==> config.mk <==
export PLATFORM = sky130hd
export DESIGN_NAME = mem_wb_elastic
export DESIGN_NICKNAME = d
export VERILOG_FILES = /design/src/rtl/pipe_pkg.sv /design/src/rtl/wb_data_sel.sv /design/src/rtl/mem_wb_elastic.sv
export SDC_FILE = /design/constraint.sdc
export NUM_CORES = 1
export LEC_CHECK = 0
export CAP_MARGIN = 20
export CORE_MARGIN = 2
export CORE_UTILIZATION = 65
export CTS_CLUSTER_SIZE = 40
export DETAILED_ROUTE_END_ITERATION = 10
export DONT_BUFFER_PORTS = 1
export GPL_TIMING_DRIVEN = 0
export PLACE_DENSITY = 0.9
export SYNTH_ARGS = -nofsm -noshare
export SYNTH_HDL_FRONTEND = slang
export SYNTH_HIERARCHICAL = 1
export SYNTH_SLANG_ARGS = --single-unit
export TNS_END_PERCENT = 10
==> constraint.sdc <==
create_clock -name clk -period 2.9 [get_ports clk]
set_clock_uncertainty 0.2 [all_clocks]
set_input_delay 0.145 -clock clk [delete_from_list [all_inputs] [get_ports clk]]
set_output_delay 0.145 -clock clk [all_outputs]
set_load 0.1 [all_outputs]
==> src/rtl/pipe_pkg.sv <==
// pipe_pkg: shared write-back select codes and default MEM/WB payload layout
package pipe_pkg;
  localparam int DATA_W = 32;
  localparam int ADDR_W = 5;
  localparam int PC_W = 32;
  localparam logic [1:0] MEMTOREG_ALU = 2'b00;
  localparam logic [1:0] MEMTOREG_MEM = 2'b01;
  localparam logic [1:0] MEMTOREG_PC4 = 2'b10;
  typedef struct packed {
    logic regwr;
    logic [1:0] memtoreg;
    logic [DATA_W-1:0] alu;
    logic [DATA_W-1:0] mem;
    logic [ADDR_W-1:0] dst;
    logic [PC_W-1:0] pc;
  } wb_payload_t;
endpackage

==> src/rtl/wb_data_sel.sv <==
// wb_data_sel: write-back value mux (alu / mem / pc+4 link), shared with the regfile write path
module wb_data_sel import pipe_pkg::*; #(
  parameter int DATA_W = 32,
  parameter int PC_W = 32
) (
  input  logic [1:0]        memtoreg,
  input  logic [DATA_W-1:0] alu,
  input  logic [DATA_W-1:0] mem,
  input  logic [PC_W-1:0]   pc,
  output logic [DATA_W-1:0] data
);
  logic [PC_W-1:0] pc4;
  assign pc4 = pc + PC_W'(4);
  // the reserved code 11 falls through to alu
  assign data = memtoreg == MEMTOREG_MEM ? mem :
                memtoreg == MEMTOREG_PC4 ? DATA_W'(pc4) : alu;
endmodule

==> src/rtl/mem_wb_elastic.sv <==
// mem_wb_elastic: MEM/WB register with one-entry skid buffer, flush and forwarding tap
module mem_wb_elastic import pipe_pkg::*; #(
  parameter int DATA_W = 32,
  parameter int ADDR_W = 5,
  parameter int PC_W = 32
) (
  input  logic              clk,
  input  logic              reset,
  input  logic              flush,
  input  logic              in_valid,
  output logic              in_ready,
  input  logic              in_regwr,
  input  logic [1:0]        in_memtoreg,
  input  logic [DATA_W-1:0] in_alu,
  input  logic [DATA_W-1:0] in_mem,
  input  logic [ADDR_W-1:0] in_dst,
  input  logic [PC_W-1:0]   in_pc,
  output logic              out_valid,
  input  logic              out_ready,
  output logic              out_regwr,
  output logic [1:0]        out_memtoreg,
  output logic [DATA_W-1:0] out_alu,
  output logic [DATA_W-1:0] out_mem,
  output logic [ADDR_W-1:0] out_dst,
  output logic [PC_W-1:0]   out_pc,
  output logic              fwd_en,
  output logic [ADDR_W-1:0] fwd_dst,
  output logic [DATA_W-1:0] fwd_data
);
  typedef struct packed {
    logic regwr;
    logic [1:0] memtoreg;
    logic [DATA_W-1:0] alu;
    logic [DATA_W-1:0] mem;
    logic [ADDR_W-1:0] dst;
    logic [PC_W-1:0] pc;
  } pl_t;
  pl_t m, s, in_pl;
  logic mv, sv, acc, drn;
  assign in_pl = '{in_regwr, in_memtoreg, in_alu, in_mem, in_dst, in_pc};
  // ready comes straight from the skid flop, so no out_ready path reaches MEM
  assign in_ready = ~sv;
  assign acc = in_valid & in_ready;
  assign drn = mv & out_ready;
  always_ff @(posedge clk) begin
    if (reset) begin
      m <= '0;
      s <= '0;
      mv <= 1'b0;
      sv <= 1'b0;
    end else if (flush) begin
      mv <= 1'b0;
      sv <= 1'b0;
    end else if (!mv || drn) begin
      if (sv) begin
        m <= s;
        mv <= 1'b1;
        if (acc) s <= in_pl;
        sv <= acc;
      end else begin
        if (acc) m <= in_pl;
        mv <= acc;
      end
    end else if (acc) begin
      s <= in_pl;
      sv <= 1'b1;
    end
  end
  assign out_valid = mv;
  assign out_regwr = m.regwr & mv;
  assign out_memtoreg = m.memtoreg;
  assign out_alu = m.alu;
  assign out_mem = m.mem;
  assign out_dst = m.dst;
  assign out_pc = m.pc;
  assign fwd_en = mv & m.regwr & (m.dst != '0);
  assign fwd_dst = m.dst;
  wb_data_sel #(.DATA_W(DATA_W), .PC_W(PC_W)) u_sel (
    .memtoreg(m.memtoreg),
    .alu(m.alu),
    .mem(m.mem),
    .pc(m.pc),
    .data(fwd_data)
  );
endmodule

==> run metrics <==
CTS Sinks 210; normalized max-slew margin 0.4057; Worst Tran Pin Value 0.8915 ns; data required time of the worst path 2.56 ns; LEAKAGE approximately 0.0052 uW; register area 0.004242 mm^2; FF+latch count, synth 210; Antenna Violating Nets Remaining 0; Distinct cells, synth 45; Crit. path cell count 6; Seq pwr share 0.357; met2 routed WL roughly 20,000 um; CTS tree done; crit path max-delay cell type or4_4; grt ovf 0; Root Driver clkbuf_16; crit path kind reg2out; Initial DRT Pass Iterations 5; vias per inst 6.677; Post-route DRC 0; Final #Nets roughly 1,500; worst-case clock buffer depth 3; Net Count, Synth 1,389; fmax 330.0 MHz; mean area per synthesized cell around 9.4 um^2; yosys warns 6; pwr dens 588.1 mW/mm^2; Worst Hold Class in2reg; synth top area cells dfxtp_1, mux2i_1, nand2b_1, buf_4, a211oi_2; Hold Path Stages 4; final setup fails 6; final WL 44,470 um; initial antenna violation count 1; crit path max fanout 6; DR iter-0 viols 1,258; Met3 Wirelength 4200 um; Pint 5615 uW; TNS Setup -0.3397 ns; gpl congestion 0.9778; post-route setup slack -0.1300 ns; sequential-to-total area share from yosys stat 0.3484; pin count of the biggest net entering global routing 14; top-count cell post-synth mux2i_1; Hold WS 0.1159 ns; Clock Power Share 0.348; PortBufs 0; Ant. Diodes 0; post-DR wirelength/cell between 20 and 30 um; Die Y 140.3 um; CP cell instances nand4_1 > or4_4 > nor2_1 > xnor2_1 > o211ai_1 > clkbuf_16; # fillers 945; RSZ-0062 raised after global routing true; Startpoint Class flip-flop; Overall Global Routing Usage 0.4339; placed cell count between 1,500 and 2,000; CORE AREA ~0.018 mm^2; max_cap viols 0; cell count after synthesis 1,279; DP HPWL approximately 28,000 um; final-report max-slew violation count 0; Clock transition at path regs 0.06 ns; number of global-route vias before repair 11,290; Tcrit/Tclk final 1.045; Worst-Skew Late Latency 0.52 ns; Final min period 3.030 ns; combinational power share 0.295; Post-synth EDFFs 0; sw frac 0.3704; post-layout util 0.8385; top routing layer used met4; maximum vdd drop 0.4912 mV; Die Wd around 140 um; Top-Level Pins 253; DR vias 11,210; post-synth top area cell dfxtp_1; reg2reg path depth 7; Rows 49; Async SR Flop Fraction 0; number of H-tree levels 1; M1 WL 16,080 um; Die ar. 0.01967 mm^2; CP bufs+invs 1; DP Area 0.01309 mm^2; status finished with violations; CP peak stage delay 0.49 ns; first-pass GRT wire length 66,030 um; Syn-to-layout area delta 25.68%; layout cells sized above 1 0.2421; commonest cells in the netlist mux2i_1, dfxtp_1, nand2b_1; CTS buffer count 23; Synth Flop Type dfxtp_1; Initial Util 0.6672; Finished Layout Cells between 1,500 and 2,000; area share of the largest cell type after synthesis 0.3484; failing checks setup timing; synthesized cell area 0.01207 mm^2; Multi-input gate area 0.006769 mm^2; Worst setup EP type primary output; final hold vios 0; Crit path arrival time 2.69 ns; Switch Pwr 3303 uW; fin area 0.01517 mm^2; Top delay family on crit path simple AND/OR/NAND/NOR gates
cells in the final DEF (no fill, tap or decap), types with 4 or more instances in the layout:
cell,count
o221ai_2,7
xnor2_1,10
inv_1,4
a211oi_2,60
nand2b_1,210
xor2_1,14
dfxtp_1,192
clkbuf_2,10
nand4_1,9
o21ai_0,9
o211ai_1,4
clkbuf_16,26
mux2_2,8
buf_16,18
bufinv_16,4
nor2_1,16
buf_6,15
a21oi_1,108
dfxtp_2,12
o22ai_4,4
nand2_1,24
dlygate4sd3_1,107
clkbuf_1,65
buf_4,113
a21oi_2,12
nand3_1,12
nor2b_1,6
o21ai_4,5
a211oi_1,50
buf_2,21
dfxtp_4,6
mux2i_1,232
o22ai_1,8
power groups by stage:
| stage | clock (uW) | sequential, uW | combinational [uW] |
|---|---|---|---|
| global placement | 0 | 3210 | 2080 |
| global route | 3190 | 3190 | 2680 |
| finish | 3100 | 3180 | 2630 |
| detailed placement | 0 | 3220 | 2380 |
| floorplan | 0 | 3150 | 1890 |
| CTS | 3060 | 3160 | 2550 |
registers in the layout, summed over array words and instances, names as in the netlist:
register	cells
s	104
fwd_dst	5
out_mem	32
out_memtoreg	2
sv	1
m	1
out_alu	32
out_valid	1
out_pc	32
per-layer routing:
metal  up-vias  global-route usage
li1       4736                   -
met1      5359              0.5049
met2       856              0.7051
met3       260             0.09846
met4         0              0.3137
met5         -                   0
worst reg2reg max path: cells and delay by family (launching register included):
family | cells | cell delay (ns)
buffers and inverters | 4 | 0.99
muxes | 1 | 0.40
and+or+nand+nor | 2 | 0.46
DFF | 1 | 0.69
cell families after synthesis:
group	Yosys count	synth area share
compound gates	275	0.1675
xor+xnor	24	0.01742
fa+ha+maj	1	0.001037
buf+inv	225	0.1156
flops	210	0.3484
mux	240	0.1999
simple gates	304	0.1501
cell type report:
type / count / share of cell area
buffer: 220 / 0.09191
timing repair buffer: 132 / 0.1110
tap: 229 / 0.01889
sequential: 210 / 0.2797
clock inverter: 9 / 0.009983
inverter: 5 / 0.001238
multi-input combinational: 844 / 0.4463
clock buffer: 30 / 0.04100
what timing repair did:
| item | 4_1_cts | 5_1_grt |
|---|---|---|
| endpoints found under the setup margin | 34 | 32 |
| pin swaps | 6 | 13 |
| setup buffers | 2 | 1 |
| resized for setup | 39 | 34 |
| endpoints found under the hold margin | 210 | 0 |
| hold buffers | 107 | 0 |
worst paths after layout:
path	slack (ns)	startpoint	endpoint
worst max register to register	0.03	out_valid	s[61]
worst max-delay path	-0.13	out_pc[8]	fwd_data[15]
worst min-delay path	0.12	in_valid	s[89]
worst min register to register	0.28	s[46]	s[46]
metrics by stage:
step	setup slack, ns	total power (uW)
after floorplan	-0.5056	5042
after global placement	-0.9828	5292
after detailed placement	-0.2028	5594
after CTS	-0.1685	8772
after global routing	-0.1264	9062
final	-0.1300	8919
Note: power is estimated with default switching activity, not from simulation.
